$ cat config.mk
export PLATFORM = sky130hd
export DESIGN_NAME = dcache_unit_flat
export DESIGN_NICKNAME = d
export VERILOG_FILES = /design/src/rtl/dcache_pkg.sv /design/src/rtl/dcache_if.sv /design/src/rtl/dcache_array.sv /design/src/rtl/dcache_unit.sv /design/src/flat_wrapper.sv
export SDC_FILE = /design/constraint.sdc
export NUM_CORES = 1
export LEC_CHECK = 0
export BUFFER_PORTS_ARGS = -buffer_cell sky130_fd_sc_hd__buf_2
export CAP_MARGIN = 20
export CORE_ASPECT_RATIO = 1.25
export CORE_MARGIN = 2
export CORE_UTILIZATION = 35
export DETAILED_ROUTE_END_ITERATION = 6
export PLACE_DENSITY_LB_ADDON = 0.15
export SLEW_MARGIN = 20
export SYNTH_ARGS = -nofsm -noshare
export SYNTH_HDL_FRONTEND = slang
export SYNTH_SLANG_ARGS = --single-unit
$ cat constraint.sdc
create_clock -name clk -period 7.6 [get_ports clk]
set_input_delay 1.52 -clock clk [delete_from_list [all_inputs] [get_ports clk]]
set_output_delay 1.52 -clock clk [all_outputs]
set_load 0.02 [all_outputs]
$ cat src/rtl/dcache_pkg.sv
// Shared types and width helpers for the direct-mapped data cache.
package dcache_pkg;

    localparam int WORD_W = 32;

    typedef logic [WORD_W-1:0]   word_t;
    typedef logic [WORD_W/8-1:0] lane_mask_t;

    typedef enum logic [2:0] {
        S_IDLE       = 3'd0,
        S_WRITEBACK  = 3'd1,
        S_REFILL     = 3'd2,
        S_FLUSH_SCAN = 3'd3,
        S_FLUSH_WB   = 3'd4
    } state_e;

    function automatic int idx_w(input int lines);
        return $clog2(lines);
    endfunction

    function automatic int tag_w(input int addr_w, input int lines);
        return addr_w - $clog2(lines) - 2;
    endfunction

    // Word stores touch all four lanes; byte stores touch the lane named by addr[1:0].
    function automatic lane_mask_t lane_mask(input logic is_word, input logic [1:0] lane);
        lane_mask_t m;
        if (is_word) begin
            m = '1;
        end else begin
            m = lane_mask_t'(1) << lane;
        end
        return m;
    endfunction

endpackage

$ cat src/rtl/dcache_if.sv
// CPU-side, memory-side and flush signals of the data cache; slave is the cache view.
interface dcache_if #(
    parameter int ADDR_W = 32
);
    logic                cpu_req;
    logic                cpu_we;
    logic                cpu_is_word;
    logic [ADDR_W-1:0]   cpu_addr;
    dcache_pkg::word_t   cpu_wdata;
    dcache_pkg::word_t   cpu_rdata;
    logic                cpu_stall;

    logic                mem_req;
    logic                mem_we;
    logic [ADDR_W-1:0]   mem_addr;
    dcache_pkg::word_t   mem_wdata;
    dcache_pkg::word_t   mem_rdata;
    logic                mem_ack;

    logic                flush_req;
    logic                flush_done;

    modport slave (
        input  cpu_req, cpu_we, cpu_is_word, cpu_addr, cpu_wdata,
        output cpu_rdata, cpu_stall,
        output mem_req, mem_we, mem_addr, mem_wdata,
        input  mem_rdata, mem_ack,
        input  flush_req,
        output flush_done
    );

    modport master (
        output cpu_req, cpu_we, cpu_is_word, cpu_addr, cpu_wdata,
        input  cpu_rdata, cpu_stall,
        input  mem_req, mem_we, mem_addr, mem_wdata,
        output mem_rdata, mem_ack,
        output flush_req,
        input  flush_done
    );
endinterface

$ cat src/rtl/dcache_array.sv
// Tag/valid/dirty/data storage: one combinational read port, one byte-masked write port.
module dcache_array
    import dcache_pkg::*;
#(
    parameter  int LINES  = 16,
    parameter  int ADDR_W = 32,
    localparam int IDX_W  = idx_w(LINES),
    localparam int TAG_W  = tag_w(ADDR_W, LINES)
) (
    input  logic             clk,
    input  logic             rst_n,
    input  logic [IDX_W-1:0] rd_idx,
    output logic             rd_valid,
    output logic             rd_dirty,
    output logic [TAG_W-1:0] rd_tag,
    output word_t            rd_data,
    input  logic             wr_en,
    input  logic [IDX_W-1:0] wr_idx,
    input  lane_mask_t       wr_be,
    input  word_t            wr_data,
    input  logic             wr_tag_en,
    input  logic [TAG_W-1:0] wr_tag,
    input  logic             wr_valid,
    input  logic             wr_dirty
);
    logic [LINES-1:0] valid_q, valid_d;
    logic [LINES-1:0] dirty_q, dirty_d;
    logic [TAG_W-1:0] tag_q  [LINES];
    logic [TAG_W-1:0] tag_d  [LINES];
    word_t            data_q [LINES];
    word_t            data_d [LINES];

    assign rd_valid = valid_q[rd_idx];
    assign rd_dirty = dirty_q[rd_idx];
    assign rd_tag   = tag_q[rd_idx];
    assign rd_data  = data_q[rd_idx];

    always_comb begin
        valid_d = valid_q;
        dirty_d = dirty_q;
        tag_d   = tag_q;
        data_d  = data_q;
        if (wr_en) begin
            valid_d[wr_idx] = wr_valid;
            dirty_d[wr_idx] = wr_dirty;
            if (wr_tag_en) begin
                tag_d[wr_idx] = wr_tag;
            end
            for (int k = 0; k < WORD_W / 8; k++) begin
                if (wr_be[k]) begin
                    data_d[wr_idx][8*k +: 8] = wr_data[8*k +: 8];
                end
            end
        end
    end

    always_ff @(posedge clk or negedge rst_n) begin
        if (!rst_n) begin
            valid_q <= '0;
            dirty_q <= '0;
        end else begin
            valid_q <= valid_d;
            dirty_q <= dirty_d;
        end
    end

    // Payload arrays keep their contents across reset; only the valid bits matter.
    always_ff @(posedge clk) begin
        tag_q  <= tag_d;
        data_q <= data_d;
    end

endmodule

$ cat src/rtl/dcache_unit.sv
// Direct-mapped write-back data cache (one word per line) with halt-time flush.
// Defining DCACHE_STATS_EN adds the hit_count/miss_count outputs.
module dcache_unit
    import dcache_pkg::*;
#(
    parameter int LINES  = 16,
    parameter int ADDR_W = 32
) (
    input  logic        clk,
    input  logic        rst_n,
`ifdef DCACHE_STATS_EN
    output logic [31:0] hit_count,
    output logic [31:0] miss_count,
`endif
    dcache_if.slave     bus
);
    localparam int IDX_W = idx_w(LINES);
    localparam int TAG_W = tag_w(ADDR_W, LINES);
    localparam logic [IDX_W-1:0] LAST_IDX = IDX_W'(LINES - 1);

    localparam logic [2:0] IDLE       = S_IDLE;
    localparam logic [2:0] WRITEBACK  = S_WRITEBACK;
    localparam logic [2:0] REFILL     = S_REFILL;
    localparam logic [2:0] FLUSH_SCAN = S_FLUSH_SCAN;
    localparam logic [2:0] FLUSH_WB   = S_FLUSH_WB;

    logic [2:0]        state_q, state_d;
    logic [TAG_W-1:0]  miss_tag_q, miss_tag_d;
    logic [IDX_W-1:0]  miss_idx_q, miss_idx_d;
    logic [IDX_W-1:0]  scan_q, scan_d;
    logic              flush_done_q, flush_done_d;

    logic [TAG_W-1:0]  cpu_tag;
    logic [IDX_W-1:0]  cpu_idx;
    logic [1:0]        cpu_lane;

    logic [IDX_W-1:0]  rd_idx;
    logic              rd_valid;
    logic              rd_dirty;
    logic [TAG_W-1:0]  rd_tag;
    word_t             rd_data;

    logic              wr_en;
    lane_mask_t        wr_be;
    word_t             wr_data;
    logic              wr_tag_en;
    logic              wr_valid;
    logic              wr_dirty;

    logic              hit;
    logic              stall;
    logic              mem_req;
    logic              mem_we;
    logic [ADDR_W-1:0] mem_addr;
    word_t             mem_wdata;
    logic              req_out;
    word_t             load_data;

    assign cpu_tag  = bus.cpu_addr[ADDR_W-1:IDX_W+2];
    assign cpu_idx  = bus.cpu_addr[IDX_W+1:2];
    assign cpu_lane = bus.cpu_addr[1:0];

    // The single read port follows whichever line the current state is working on.
    always_comb begin
        case (state_q)
            IDLE:              rd_idx = cpu_idx;
            WRITEBACK, REFILL: rd_idx = miss_idx_q;
            default:           rd_idx = scan_q;
        endcase
    end

    assign hit = rd_valid && (rd_tag == cpu_tag);

    dcache_array #(
        .LINES  (LINES),
        .ADDR_W (ADDR_W)
    ) u_array (
        .clk       (clk),
        .rst_n     (rst_n),
        .rd_idx    (rd_idx),
        .rd_valid  (rd_valid),
        .rd_dirty  (rd_dirty),
        .rd_tag    (rd_tag),
        .rd_data   (rd_data),
        .wr_en     (wr_en),
        .wr_idx    (rd_idx),
        .wr_be     (wr_be),
        .wr_data   (wr_data),
        .wr_tag_en (wr_tag_en),
        .wr_tag    (miss_tag_q),
        .wr_valid  (wr_valid),
        .wr_dirty  (wr_dirty)
    );

    always_comb begin
        state_d      = state_q;
        miss_tag_d   = miss_tag_q;
        miss_idx_d   = miss_idx_q;
        scan_d       = scan_q;
        flush_done_d = flush_done_q;
        wr_en        = 1'b0;
        wr_be        = '0;
        wr_data      = '0;
        wr_tag_en    = 1'b0;
        wr_valid     = rd_valid;
        wr_dirty     = rd_dirty;
        stall        = 1'b1;
        mem_req      = 1'b0;
        mem_we       = 1'b0;
        mem_addr     = '0;
        mem_wdata    = '0;

        case (state_q)
            IDLE: begin
                stall = 1'b0;
                if (bus.flush_req) begin
                    stall   = bus.cpu_req;
                    scan_d  = '0;
                    state_d = FLUSH_SCAN;
                end else if (bus.cpu_req) begin
                    if (hit) begin
                        if (bus.cpu_we) begin
                            wr_en        = 1'b1;
                            wr_be        = lane_mask(bus.cpu_is_word, cpu_lane);
                            wr_data      = bus.cpu_is_word ? bus.cpu_wdata : {4{bus.cpu_wdata[7:0]}};
                            wr_valid     = 1'b1;
                            wr_dirty     = 1'b1;
                            flush_done_d = 1'b0;
                        end
                    end else begin
                        stall      = 1'b1;
                        miss_tag_d = cpu_tag;
                        miss_idx_d = cpu_idx;
                        state_d    = (rd_valid && rd_dirty) ? WRITEBACK : REFILL;
                    end
                end
            end
            WRITEBACK: begin
                mem_req   = 1'b1;
                mem_we    = 1'b1;
                mem_addr  = {rd_tag, miss_idx_q, 2'b00};
                mem_wdata = rd_data;
                if (bus.mem_ack) begin
                    state_d = REFILL;
                end
            end
            REFILL: begin
                mem_req  = 1'b1;
                mem_addr = {miss_tag_q, miss_idx_q, 2'b00};
                if (bus.mem_ack) begin
                    wr_en     = 1'b1;
                    wr_be     = '1;
                    wr_data   = bus.mem_rdata;
                    wr_tag_en = 1'b1;
                    wr_valid  = 1'b1;
                    wr_dirty  = 1'b0;
                    state_d   = IDLE;
                end
            end
            FLUSH_SCAN: begin
                if (rd_valid && rd_dirty) begin
                    state_d = FLUSH_WB;
                end else if (scan_q == LAST_IDX) begin
                    scan_d       = '0;
                    flush_done_d = 1'b1;
                    state_d      = IDLE;
                end else begin
                    scan_d = scan_q + 1'b1;
                end
            end
            FLUSH_WB: begin
                mem_req   = 1'b1;
                mem_we    = 1'b1;
                mem_addr  = {rd_tag, scan_q, 2'b00};
                mem_wdata = rd_data;
                if (bus.mem_ack) begin
                    wr_en    = 1'b1;
                    wr_dirty = 1'b0;
                    if (scan_q == LAST_IDX) begin
                        scan_d       = '0;
                        flush_done_d = 1'b1;
                        state_d      = IDLE;
                    end else begin
                        scan_d  = scan_q + 1'b1;
                        state_d = FLUSH_SCAN;
                    end
                end
            end
            default: begin
                state_d = IDLE;
            end
        endcase
    end

    always_ff @(posedge clk or negedge rst_n) begin
        if (!rst_n) begin
            state_q      <= IDLE;
            miss_tag_q   <= '0;
            miss_idx_q   <= '0;
            scan_q       <= '0;
            flush_done_q <= 1'b0;
        end else begin
            state_q      <= state_d;
            miss_tag_q   <= miss_tag_d;
            miss_idx_q   <= miss_idx_d;
            scan_q       <= scan_d;
            flush_done_q <= flush_done_d;
        end
    end

    always_comb begin
        if (bus.cpu_is_word) begin
            load_data = rd_data;
        end else begin
            load_data = {24'b0, rd_data[{cpu_lane, 3'b000} +: 8]};
        end
    end

    // Reset forces the handshake outputs low immediately, without waiting for a clock.
    assign req_out        = rst_n & mem_req;
    assign bus.cpu_rdata  = load_data;
    assign bus.cpu_stall  = rst_n & stall;
    assign bus.mem_req    = req_out;
    assign bus.mem_we     = req_out & mem_we;
    assign bus.mem_addr   = req_out ? mem_addr : '0;
    assign bus.mem_wdata  = req_out ? mem_wdata : '0;
    assign bus.flush_done = flush_done_q;

`ifdef DCACHE_STATS_EN
    logic        acc_hit;
    logic        acc_miss;
    logic [31:0] hit_count_q, hit_count_d;
    logic [31:0] miss_count_q, miss_count_d;

    assign acc_hit  = (state_q == IDLE) && bus.cpu_req && !bus.flush_req && hit;
    assign acc_miss = (state_q == IDLE) && ((state_d == WRITEBACK) || (state_d == REFILL));

    always_comb begin
        hit_count_d  = hit_count_q + 32'(acc_hit);
        miss_count_d = miss_count_q + 32'(acc_miss);
    end

    always_ff @(posedge clk or negedge rst_n) begin
        if (!rst_n) begin
            hit_count_q  <= '0;
            miss_count_q <= '0;
        end else begin
            hit_count_q  <= hit_count_d;
            miss_count_q <= miss_count_d;
        end
    end

    assign hit_count  = hit_count_q;
    assign miss_count = miss_count_q;
`endif

endmodule

$ cat src/flat_wrapper.sv
// flat-port wrapper written by rule: the top's interface ports become plain ports
module dcache_unit_flat import dcache_pkg::*;
#(
    parameter int LINES  = 16,
    parameter int ADDR_W = 32
)
  (clk, rst_n, bus_cpu_req, bus_cpu_we, bus_cpu_is_word, bus_cpu_addr, bus_cpu_wdata, bus_cpu_rdata, bus_cpu_stall, bus_mem_req, bus_mem_we, bus_mem_addr, bus_mem_wdata, bus_mem_rdata, bus_mem_ack, bus_flush_req, bus_flush_done);
  dcache_if #(.ADDR_W(ADDR_W)) bus_i ();
  input  logic clk;
  input  logic rst_n;
  input wire logic [$bits(bus_i.cpu_req)-1:0] bus_cpu_req;
  input wire logic [$bits(bus_i.cpu_we)-1:0] bus_cpu_we;
  input wire logic [$bits(bus_i.cpu_is_word)-1:0] bus_cpu_is_word;
  input wire logic [$bits(bus_i.cpu_addr)-1:0] bus_cpu_addr;
  input wire logic [$bits(bus_i.cpu_wdata)-1:0] bus_cpu_wdata;
  output wire logic [$bits(bus_i.cpu_rdata)-1:0] bus_cpu_rdata;
  output wire logic [$bits(bus_i.cpu_stall)-1:0] bus_cpu_stall;
  output wire logic [$bits(bus_i.mem_req)-1:0] bus_mem_req;
  output wire logic [$bits(bus_i.mem_we)-1:0] bus_mem_we;
  output wire logic [$bits(bus_i.mem_addr)-1:0] bus_mem_addr;
  output wire logic [$bits(bus_i.mem_wdata)-1:0] bus_mem_wdata;
  input wire logic [$bits(bus_i.mem_rdata)-1:0] bus_mem_rdata;
  input wire logic [$bits(bus_i.mem_ack)-1:0] bus_mem_ack;
  input wire logic [$bits(bus_i.flush_req)-1:0] bus_flush_req;
  output wire logic [$bits(bus_i.flush_done)-1:0] bus_flush_done;
  assign bus_i.cpu_req = bus_cpu_req;
  assign bus_i.cpu_we = bus_cpu_we;
  assign bus_i.cpu_is_word = bus_cpu_is_word;
  assign bus_i.cpu_addr = bus_cpu_addr;
  assign bus_i.cpu_wdata = bus_cpu_wdata;
  assign bus_cpu_rdata = bus_i.cpu_rdata;
  assign bus_cpu_stall = bus_i.cpu_stall;
  assign bus_mem_req = bus_i.mem_req;
  assign bus_mem_we = bus_i.mem_we;
  assign bus_mem_addr = bus_i.mem_addr;
  assign bus_mem_wdata = bus_i.mem_wdata;
  assign bus_i.mem_rdata = bus_mem_rdata;
  assign bus_i.mem_ack = bus_mem_ack;
  assign bus_i.flush_req = bus_flush_req;
  assign bus_flush_done = bus_i.flush_done;
  dcache_unit #(.LINES(LINES), .ADDR_W(ADDR_W)) u_core (.clk(clk), .rst_n(rst_n), .bus(bus_i));
endmodule
==> Word level (Yosys, flattened, before mapping) <==
Cells that the tools add are included.
{ "totals": {"reg_bits": 998, "input_bits": 103, "out_inout_bits": 100, "wordCells": 190} }
{ "classes": {"add_sub_neg": 1, "magnitude_cmp": 4, "n_eq_ne": 18, "shifts": 2, "muxes": 105, "bitwise": 6, "n_reduce_logical": 15} }
{ "ops": {"columns": ["operator", "count"], "rows": [
  ["$mux 512", 7],
  ["$bwmux 512", 4],
  ["$demux 32 s4", 4],
  ["$bwmux 416", 1],
  ["$mux 32", 13],
  ["$bmux 32 s4", 1],
  ["$bmux 26 s4", 1],
  ["$demux 26 s4", 1],
  ["$pmux 32 s3", 1],
  ["$mux 26", 3],
  ["$pmux 32 s2", 1],
  ["$mux 4", 10],
  ["$bwmux 16", 2],
  ["$mux 1", 32],
  ["$shiftx 32x6->8", 1],
  ["$eq 26x26->1", 1],
  ["$mux 24", 1],
  ["$mux 3", 8],
  ["$mux 16", 1],
  ["$ne 2x2->1 const B", 8],
  ["$pmux 4 s2", 2],
  ["$pmux 3 s5", 1],
  ["$pmux 4 s3", 1],
  ["$bmux 1 s4", 2],
  ["other kinds (30)", 44]
]} }

==> Depth between registers and ports, before layout <==
Gate-level depths: netlist of run 1.
{ "logic_depth": {"depth_word": 24, "mapped_depth": 19} }

==> By module <==
From an unflattened synthesis of run 1, not the netlist that was laid out.
{ "unflattened": {"hier_cells": 2250, "hier_area_um2": 41348.4} }
{ "by_module_without_submodules": {"columns": ["module", "n_inst", "cells_per_inst", "area_per_inst_um2"], "rows": [
  ["dcache_array", 1, 1768, 37564.8],
  ["dcache_unit", 1, 482, 3783.6]
]} }

==> Least setup slack after synthesis of run 1 <==
No wires, ideal clock.
{ "synth_path": {"path_kind": "input to output", "from": "in bus_cpu_addr[3]", "to": "out bus_cpu_rdata[3]", "t_arrival_ns": 4.298, "t_required_ns": 6.080, "setup_slack_ns": 1.782, "stages": 16, "n_path_buf": 7, "path_cell_list": "mux2i_1 > o21a_1 > nand2_4 > buf_4 > buf_4 > buf_2 > buf_2 > clkbuf_1 > clkbuf_1 > buf_1 > nand2_1 > nand3_1 > nand3_1 > a21oi_1 > a21oi_1 > o22ai_1"} }
{ "synth_between": {"elab_chain_len": 7} }
{ "synth_rtl": {"columns": ["element", "line_no", "text"], "rows": [
  ["start: declaration", "flat_wrapper.sv:14", "input wire logic [$bits(bus_i.cpu_addr)-1:0] bus_cpu_addr;"],
  ["$pmux 4 s2 (*)", "dcache_unit.sv:65", "case (state_q)"],
  ["$not 4->5 (not written as such) (*)", "dcache_array.sv:36", "assign rd_data = data_q[rd_idx];"],
  ["$bmux 32 s4 (*)", "dcache_array.sv:36", null],
  ["$mux 32 (not written as such) (*) (2 in series)", "dcache_array.sv:36", null],
  ["$shiftx 32x6->8", "dcache_unit.sv:215", "load_data = {24'b0, rd_data[{cpu_lane, 3'b000} +: 8]};"],
  ["$mux 32 (*)", "dcache_unit.sv:212", "if (bus.cpu_is_word) begin"],
  ["end: declaration", "flat_wrapper.sv:16", "output wire logic [$bits(bus_i.cpu_rdata)-1:0] bus_cpu_rdata;"]
]} }
Mark *: on every way between the ends. The rest lies on a longest branch, timed or not. The select of a mux whose other input is x is not followed.

==> Final worst setup path of run 1 <==
{ "layout_path": {"from": "in bus_cpu_addr[2]", "to": "out bus_cpu_stall"} }
{ "layout_between": {"elab_chain_len": 12, "word_cells_on_any_way": 14, "cone_classes": "eq/ne (1); mux (10); bitwise (2); reduce/logical (1)"} }
{ "layout_rtl": {"columns": ["element", "line_no", "text"], "rows": [
  ["$pmux 4 s2 (*)", "dcache_unit.sv:65", null],
  ["$not 4->5 (not written as such)", "dcache_array.sv:35", "assign rd_tag = tag_q[rd_idx];"],
  ["$bmux 26 s4", "dcache_array.sv:35", null],
  ["$mux 26 (not written as such) (2 in series)", "dcache_array.sv:35", null],
  ["$eq 26x26->1", "dcache_unit.sv:72", "assign hit = rd_valid && (rd_tag == cpu_tag);"],
  ["$logic_and 1x1->1 (*)", "dcache_unit.sv:72", null],
  ["$mux 1 (*)", "dcache_unit.sv:121", "if (hit) begin"],
  ["$mux 1 (*)", "dcache_unit.sv:120", "end else if (bus.cpu_req) begin"],
  ["$mux 1 (*)", "dcache_unit.sv:116", "if (bus.flush_req) begin"],
  ["$mux 1 (*)", "dcache_unit.sv:113", "case (state_q)"],
  ["$and 1x1->1 (*)", "dcache_unit.sv:222", "assign bus.cpu_stall = rst_n & stall;"],
  ["end: declaration", "flat_wrapper.sv:17", "output wire logic [$bits(bus_i.cpu_stall)-1:0] bus_cpu_stall;"]
]} }
Marked as above.

==> summary.md, run 1 <==
| Metric | Value |
|---|---|
| Antenna Nets Post-Route | 0 |
| Worst min-delay path category | reg -> reg |
| DR DRC count | 0 |
| DR WL met2 | approximately 65000 um |
| Core box area | between 100000 and 150000 um2 |
| Highest Signal Layer | met5 |
| Gp weighted congestion | 0.8031 |
| Slew at the pin with the worst max-slew slack | ~1.1 ns |
| Antenna violations before repair | 8 |
| Synth cell types | between 80 and 90 |
| Vias | between 20000 and 30000 |
| Chip height | approximately 400 um |
| Most common cell in the synthesized netlist | edfxtp_1 |
| Worst setup SP type | input pin |
| Sinks on the clock net | between 900 and 1000 |
| Largest net degree at the start of global routing | ~120 |
| Initial core utilization | between 30% and 40% |
| Area grow syn2layout | 16.19% |
| GRT Total Usage | approximately a fifth |
| Drt first pass iters | 6 |
| Setup CP Type | in -> out |
| Top-level I/O count | ~200 |
| Run status | complete, no violations |
| Post-synth top area cell | edfxtp_1 |
| Hold Fails Final Rpt | 0 |
| CTS max path bufs | 3 |
| Metal-1 WL | a little under 60000 um |
| Fraction of registers with async set/reset | under 10% |
| Core Util, Final | between 40% and 50% |
| Power density cells | roughly 450 nW/um2 |
| Fin nets | 3832 |
| Avg Synthesized Cell Area | around 12 um2 |
| Final hold slack | ~0.5 ns |
| Clock transition at the registers of the reported paths | 0.06 ns |
| Top post-synthesis cells by area | edfxtp_1, nand2_1, nand3_1 |
| TritonCTS clock tree | yes |
| DRT Wirelength | ~130000 um |
| DR vias/cell | 5.228 |
| Layout cells sized above 1 | 16.81% |
| Initial DRC Count | 2289 |
| Grt total ovfl | 0 |
| Fmax | 143.4 MHz |
| Die area | roughly 130000 um2 |
| Post-synth EDFFs | around 930 |
| CP cell instances | buf_2 -> mux2_4 -> a21boi_4 -> nand2_8 -> buf_4 -> mux2i_1 -> a22o_1 -> a221oi_1 -> nand3_1 -> a2111oi_0 -> buf_4 -> and4_1 -> and3_1 -> a21oi_1 -> buf_2 |
| Yosys warns | 0 |
| Unrepaired setup endpoints after global routing | no |
| Root Buffer | clkbuf_16 |
| Primary FF master, synth | edfxtp_1 |
| Commonest cells post-synth | edfxtp_1, nand2_1, nand3_1, nor2_1, mux2i_1 |
| Final slew viol count | 0 |
| Maximum vdd drop | about 270 uV |
| Maximum capacitance violations | 0 |
| Final Skew | ~0.023 ns |
| Port-buffer cells | 200 |
| Detailed Place HPWL | around 83000 um |
| Fin crit period | ~7 ns |
| Routed wl met3 | about 6100 um |
| Period utilization | between 90% and 100% |
| TritonCTS buffer count | 105 |
| Hold Buf Count CTS | 0 |
| Postcts setup bufs | 0 |
| Number of gates resized after CTS | 0 |
| Avg WL per Cell | between 20 and 25 um |
| Required @ worst endpoint | about 6.1 ns |
| Die X | 317.6 um |
| Leak pwr | 17.88 nW |
| Critical path capture point type | output pin |
| Crit path DAT | 5.45 ns |
| CP peak stage delay | approximately 0.48 ns |
| Synthesized instance count | 3486 |
| Final setup viols | 0 |
| Setup TNS | 0 ns |
| Slew margin rel. | between 20 and 30% |
| Post-synthesis register bit count | between 900 and 1000 |
| Yosys top cell area share | approximately two thirds |
| First-pass GRT wire length | roughly 190000 um |
| FP Rows | 143 |
| Clock Latency Late Sink | 0.71 ns |
| Crit path max-delay cell type | a221oi_1 |
| Sequential-to-total area share from yosys stat | 68.82% |
| Vias in the first global route | 28016 |
| Critical-path maximum fanout | 48 |
| Area of the mapped netlist | around 43000 um2 |
| Htree depth | 3 |
[routing by layer]
| metal | global-route usage (%) | up-vias |
|---|---|---|
| li1 | - | 13261 |
| met1 | 27.85 | 14143 |
| met2 | 35.16 | 749 |
| met3 | 2.779 | 157 |
| met4 | 6.199 | 2 |
| met5 | 0 | - |
[area by class of cell]
type                       count  area, um2
multi-input combinational   2226      12450
tap                         1595       1996
clock buffer                 152       2968
inverter                      20      75.07
sequential                   998      29620
antenna                        1      2.502
clock inverter                46      425.4
timing repair buffer         377       2472
fill                       11468      71840
[through the flow]
stage	power, mW	instance area [um2]	setup WS [ns]	instances
after global routing	23.98	50010	0.2860	5415
after CTS	22.94	50000	0.5369	5414
after global placement	17.78	46550	0.4959	5214
final	22.73	50010	0.6250	5415
after detailed placement	17.86	46610	0.5565	5216
after floorplan	13.77	43040	1.782	3487
[path summary, 6_finish.rpt]
kind	from	endpoint	slack (ns)	depth (start not counted)
hold reg to reg	u_core.u_array.valid_q[0]$_DFFE_PN0P_	u_core.u_array.valid_q[0]$_DFFE_PN0P_	0.50	1
setup / recovery	bus_cpu_addr[2]	bus_cpu_stall	0.63	15
setup reg to reg	u_core.state_q[0]$_DFFE_PN0P_	u_core.u_array.data_q[11]$_DFFE_PP_	1.64	16
min in group asynchronous	rst_n	u_core.u_array.valid_q[0]$_DFFE_PN0P_	0.75	1
max in group asynchronous	rst_n	u_core.miss_tag_q[24]$_DFFE_PN0P_	5.86	2
hold / removal	u_core.u_array.valid_q[0]$_DFFE_PN0P_	u_core.u_array.valid_q[0]$_DFFE_PN0P_	0.50	1
[worst max-delay path, delay by kind of cell]
family | cells | cell delay, ns
and+or+nand+nor | 4 | 0.97
AOI/OAI and AO/OA | 5 | 1.66
buffers and inverters | 4 | 0.85
muxes | 2 | 0.45
[cells in the final DEF, fill, tap and decap left out, types with 10 or more instances in the layout]
cell type  synthesis  final
a211oi_1          23     23
a21o_1            13     13
a21oi_1          119    119
a22o_1            30     30
a22oi_1           57     57
a32oi_1           19     19
and3_1            25     25
and4_1            15     15
buf_2             39    199
buf_4             15    168
clkbuf_1         141     34
clkbuf_16          0    108
clkbuf_8           0     10
clkinv_1           1     14
clkinv_2           0     21
dfrtp_1           70     70
edfxtp_1         928    928
inv_1             19     19
mux2_2            42     42
mux2i_1          145    145
nand2_1          700    698
nand3_1          419    419
nor2_1           295    274
nor2_4             1     20
nor2b_1           29     29
o21a_1            11     11
o21ai_0           85     61
o21ai_1            2     26
o22ai_1           16     16
xnor2_1           11     11
xor2_1            10     10
[registers in the layout (all words and copies together) (netlist names)]
| signal | flops |
|---|---|
| u_core.u_array.data_q | 512 |
| u_core.u_array.tag_q | 416 |
| u_core.miss_tag_q | 26 |
| u_core.u_array.dirty_q | 16 |
| u_core.u_array.valid_q | 16 |
| u_core.miss_idx_q | 4 |
| u_core.scan_q | 4 |
| u_core.state_q | 3 |
| u_core.bus.flush_done | 1 |
[cells by family (layout without fill, tap and decap cells)]
group / Yosys count / in the layout / synth area share, %
and+or+nand+nor: 1541 / 1541 / 15.61
buffers and inverters: 263 / 595 / 2.747
DFF: 998 / 998 / 68.82
xor gates and xnor gates: 21 / 21 / 0.4273
adders and majority gates: 1 / 1 / 0.02907
AOI/OAI and AO/OA: 464 / 464 / 7.608
other: 1 / 3 / 0.008713
muxes: 197 / 197 / 4.750
[report_power, final]
part	switching, mW	leakage, nW	total [mW]	internal [mW]
clock network	2.16	1.67	5.07	2.92
registers	0.466	9.42	7.38	6.92
logic	7.24	6.79	10.3	3.03
No activity file was read; power rests on OpenSTA's default activity.
==> run 2: changes to the inputs <==
- ABC_AREA: default -> 1
- SLEW_MARGIN: 20 -> 15
==> run 2 against run 1 <==
Compared with the run above:
- utilization shrank 0.59 points
- sequential share of layout area shrank 1.2 points
- combinational power is essentially flat
- critical endpoint is now bus_cpu_rdata[1]
- final cell count is 16% higher
- final area rose by 2.1%
- non-clock buffer count is 64 lower
- clock-buffer cell count down 15
- largest cell class unchanged
==> summary.md, run 2 <==
| Metric | Value |
|---|---|
| Worst Setup SP | u_core.state_q[1]$_DFFE_PN0P_ |
| Worst min-delay path category | reg -> reg |
| Clock Latency Late Sink | 0.74 ns (+0.03 ns) |
| Post-synth top area cell | edfxtp_1 |
| Layout cells sized above 1 | 11.45% (-5.4 points) |
| Final setup viols | 0 (unchanged) |
| Fmax | 147.5 MHz (+2.9%) |
| Setup TNS | 0 ns (unchanged) |
| Dpl ws | 0.9451 ns (+0.3886 ns) |
| Final hold slack | 0.4759 ns (-0.02432 ns) |
| Area grow syn2layout | 15.19% |
| First-pass GRT wire length | 208400 um (+7.8%) |
| Number of gates resized after CTS | 0 (unchanged) |
| Grt total ovfl | 0 (unchanged) |
| Initial DRC Count | 2808 (+23%) |
| Maximum capacitance violations | 0 (unchanged) |
| Port-buffer cells | 200 (unchanged) |
| Crit path DAT | 5.26 ns (-0.19 ns) |
| Worst r2r src | u_core.state_q[0]$_DFFE_PN0P_ |
| Gp weighted congestion | 0.9220 (+15%) |
| Slew margin rel. | 20.70% (-5.0 points) |
| Avg Synthesized Cell Area | 10.33 um2 (-16%) |
| Root Buffer | clkbuf_16 |
| Antenna Nets Post-Route | 0 (unchanged) |
| Vias | 31630 (+12%) |
| Most common cell in the synthesized netlist | nand2_1 |
| Detailed Place HPWL | 90760 um (+9.8%) |
| Sinks on the clock net | 998 (unchanged) |
| GRT Total Usage | 21.77% (+1.0 points) |
| Power Internal | 12.29 mW (-4.5%) |
| Top post-synthesis cells by area | edfxtp_1, nand2_1, a22oi_1 |
| Max reg flops | 512 (unchanged) |
| Number of diodes | 0 (-1) |
| Fin crit period | 6.782 ns (-0.1934 ns) |
| Worst setup margin | 0.8184 ns (+0.1934 ns) |
| Die area | 129500 um2 (+3.0%) |
| Postcts setup bufs | 0 (unchanged) |
| Drt first pass iters | 6 (unchanged) |
| Unrepaired setup endpoints after global routing | no |
| DR vias/cell | 5.051 (-3.4%) |
| Top Registers | u_core.u_array.data_q: 512 flops, u_core.u_array.tag_q: 416 flops, u_core.miss_tag_q: 26 flops |
| Initial core utilization | 35.12% (-0.20 points) |
| Htree depth | 3 (unchanged) |
| Maximum vdd drop | 358.0 uV (+31%) |
| Primary FF master, synth | edfxtp_1 |
| Area of the mapped netlist | 44330 um2 (+3.0%) |
| TritonCTS buffer count | 106 (+0.95%) |
| Sequential-to-total area share from yosys stat | 66.82% (-2.0 points) |
| Crit path max-delay cell type | nor4_1 |
| Synthesized instance count | 4293 (+23%) |
| Antenna violations before repair | 5 (-3) |
| Vias in the first global route | 30993 (+11%) |
| Critical-path maximum fanout | 27 (-44%) |
| Synth cell types | 33 (-62%) |
| Core box area | 126200 um2 (+3.6%) |
| FP Rows | 146 (+2.1%) |
| Switching Share | 44.92% (+1.5 points) |
| DRT Wirelength | 141600 um (+7.0%) |
| CP peak stage delay | 0.87 ns (+0.39 ns) |
| Psw | 10.02 mW (+1.6%) |
| Critical path capture point type | output pin |
| Yosys top cell area share | 62.86% (-1.9 points) |
| Fraction of registers with async set/reset | 7.014% (unchanged) |
| Post-synthesis register bit count | 998 (unchanged) |
| Final Skew | 0.02971 ns (+0.006406 ns) |
| Hold Fails Final Rpt | 0 (unchanged) |
| Chip height | 401.9 um (+1.5%) |
| CTS max path bufs | 3 (unchanged) |
| Most flops, register | u_core.u_array.data_q |
| Most frequent cells in the layout | nand2_1, edfxtp_1, inv_1, nor2_1, a22oi_1 |
| Min-delay src | u_core.u_array.dirty_q[13]$_DFFE_PN0P_ |
| Die X | 322.3 um (+1.5%) |
| Worst setup SP type | flip-flop |
| Clock network power share | 22.9% (+0.6 points) |
| Clock transition at the registers of the reported paths | 0.06 ns (about the same) |
| Power density cells | 437.0 nW/um2 (-3.9%) |
| Setup CP Type | reg -> out |
| Slew at the pin with the worst max-slew slack | 1.190 ns (+0.07773 ns) |
| Period utilization | 89.23% (-2.5 points) |
| Commonest non-fill, non-tap cell in the layout | nand2_1 |
| Post-synth EDFFs | 928 (unchanged) |
| Largest net degree at the start of global routing | 130 (+5.7%) |
| DR DRC count | 0 (unchanged) |
| Fin nets | 4575 (+19%) |
| Hold Buf Count CTS | 0 (unchanged) |
| Avg WL per Cell | 22.61 um (-7.5%) |
| Run status | complete, no violations |
| TritonCTS clock tree | yes |
| Required @ worst endpoint | 6.08 ns (about the same) |
| CP cell instances | inv_1 -> nand2_2 -> inv_2 -> nand2_1 -> o21ai_0 -> nor2_2 -> inv_1 -> nor2_4 -> buf_4 -> inv_1 -> a21oi_1 -> nor4_1 -> nor2_1 -> o21ai_0 -> o21ai_0 -> buf_2 |
| CP bufs+invs | 6 (+2) |
| Leak pwr | 20.88 nW (+17%) |
| Final slew viol count | 0 (unchanged) |
| Power share of the combinational group | 44.6% (-0.6 points) |
| Yosys warns | 0 (unchanged) |
| Commonest cells post-synth | nand2_1, edfxtp_1, inv_1, nor2_1, a22oi_1 |
| CP top delay family | buffers and inverters |
| Top-level I/O count | 203 (unchanged) |
| Sequential share of power | 32.5% (about the same) |
## run 2: path summary, 6_finish.rpt
check / slack [ns] / cells past startpoint / end
setup reg to reg: 1.98 / 24 / u_core.u_array.tag_q[350]$_DFFE_PP_
hold / removal: 0.48 / 2 / u_core.u_array.dirty_q[13]$_DFFE_PN0P_
max in group asynchronous: 5.72 / 2 / u_core.u_array.valid_q[15]$_DFFE_PN0P_
hold reg to reg: 0.48 / 2 / u_core.u_array.dirty_q[13]$_DFFE_PN0P_
setup / recovery: 0.82 / 16 / bus_cpu_rdata[1]
min in group asynchronous: 0.71 / 1 / u_core.miss_tag_q[8]$_DFFE_PN0P_
## run 2: area by class of cell
type                            count  area, um2
Clock buffer                      137       2820
Inverter                          480       1809
Clock inverter                     60      571.8
Timing Repair Buffer              313       2047
Tap cell                         1702       2130
Multi-Input combinational cell   2572      12070
Fill cell                       12289      75170
Sequential cell                   998      29620
## run 2: stage by stage
step           utilization [%]  total power, mW  instances  instance area (um2)
2_1_floorplan                -            13.17       4294                44330
3_3_place_gp             37.72            17.36       6061                47620
3_5_place_dp             37.75            17.37       6063                47650
4_1_cts                  40.44            22.50       6260                51050
5_1_grt                  40.45            23.60       6262                51060
6_report                 40.45            22.31       6262                51060
## run 2: logic make-up after synthesis
family | count (synthesis) | share of synthesized area [%]
AND/OR/NAND/NOR | 1989 | 18.45
flip-flops | 998 | 66.82
buffers and inverters | 724 | 6.450
AO/OA/AOI/OAI | 580 | 8.245
adder cells (fa/ha/maj) | 1 | 0.02822
other | 1 | 0.008460
## run 2: power groups by stage
stage / Clock [mW] / Sequential, mW / Combinational (mW)
after floorplan: 0 / 7.15 / 6.02
after global placement: 0 / 7.36 / 10.0
after detailed placement: 0 / 7.37 / 10.0
after CTS: 5.20 / 7.26 / 10.0
after global routing: 5.41 / 7.32 / 10.9
final: 5.11 / 7.25 / 9.95
## run 2: layer usage
metal	vias up	GRT usage, %	routed length [um]
li1	14962	-	-
met1	15503	28.63	60710
met2	973	36.79	69040
met3	188	3.367	7789
met4	4	6.870	4016
met5	-	0	25
## run 2: worst min-delay path, stage by stage (launching register included)
cell,delay [ns]
dfrtp_1,0.34
nand2_1,0.06
nand2_1,0.05
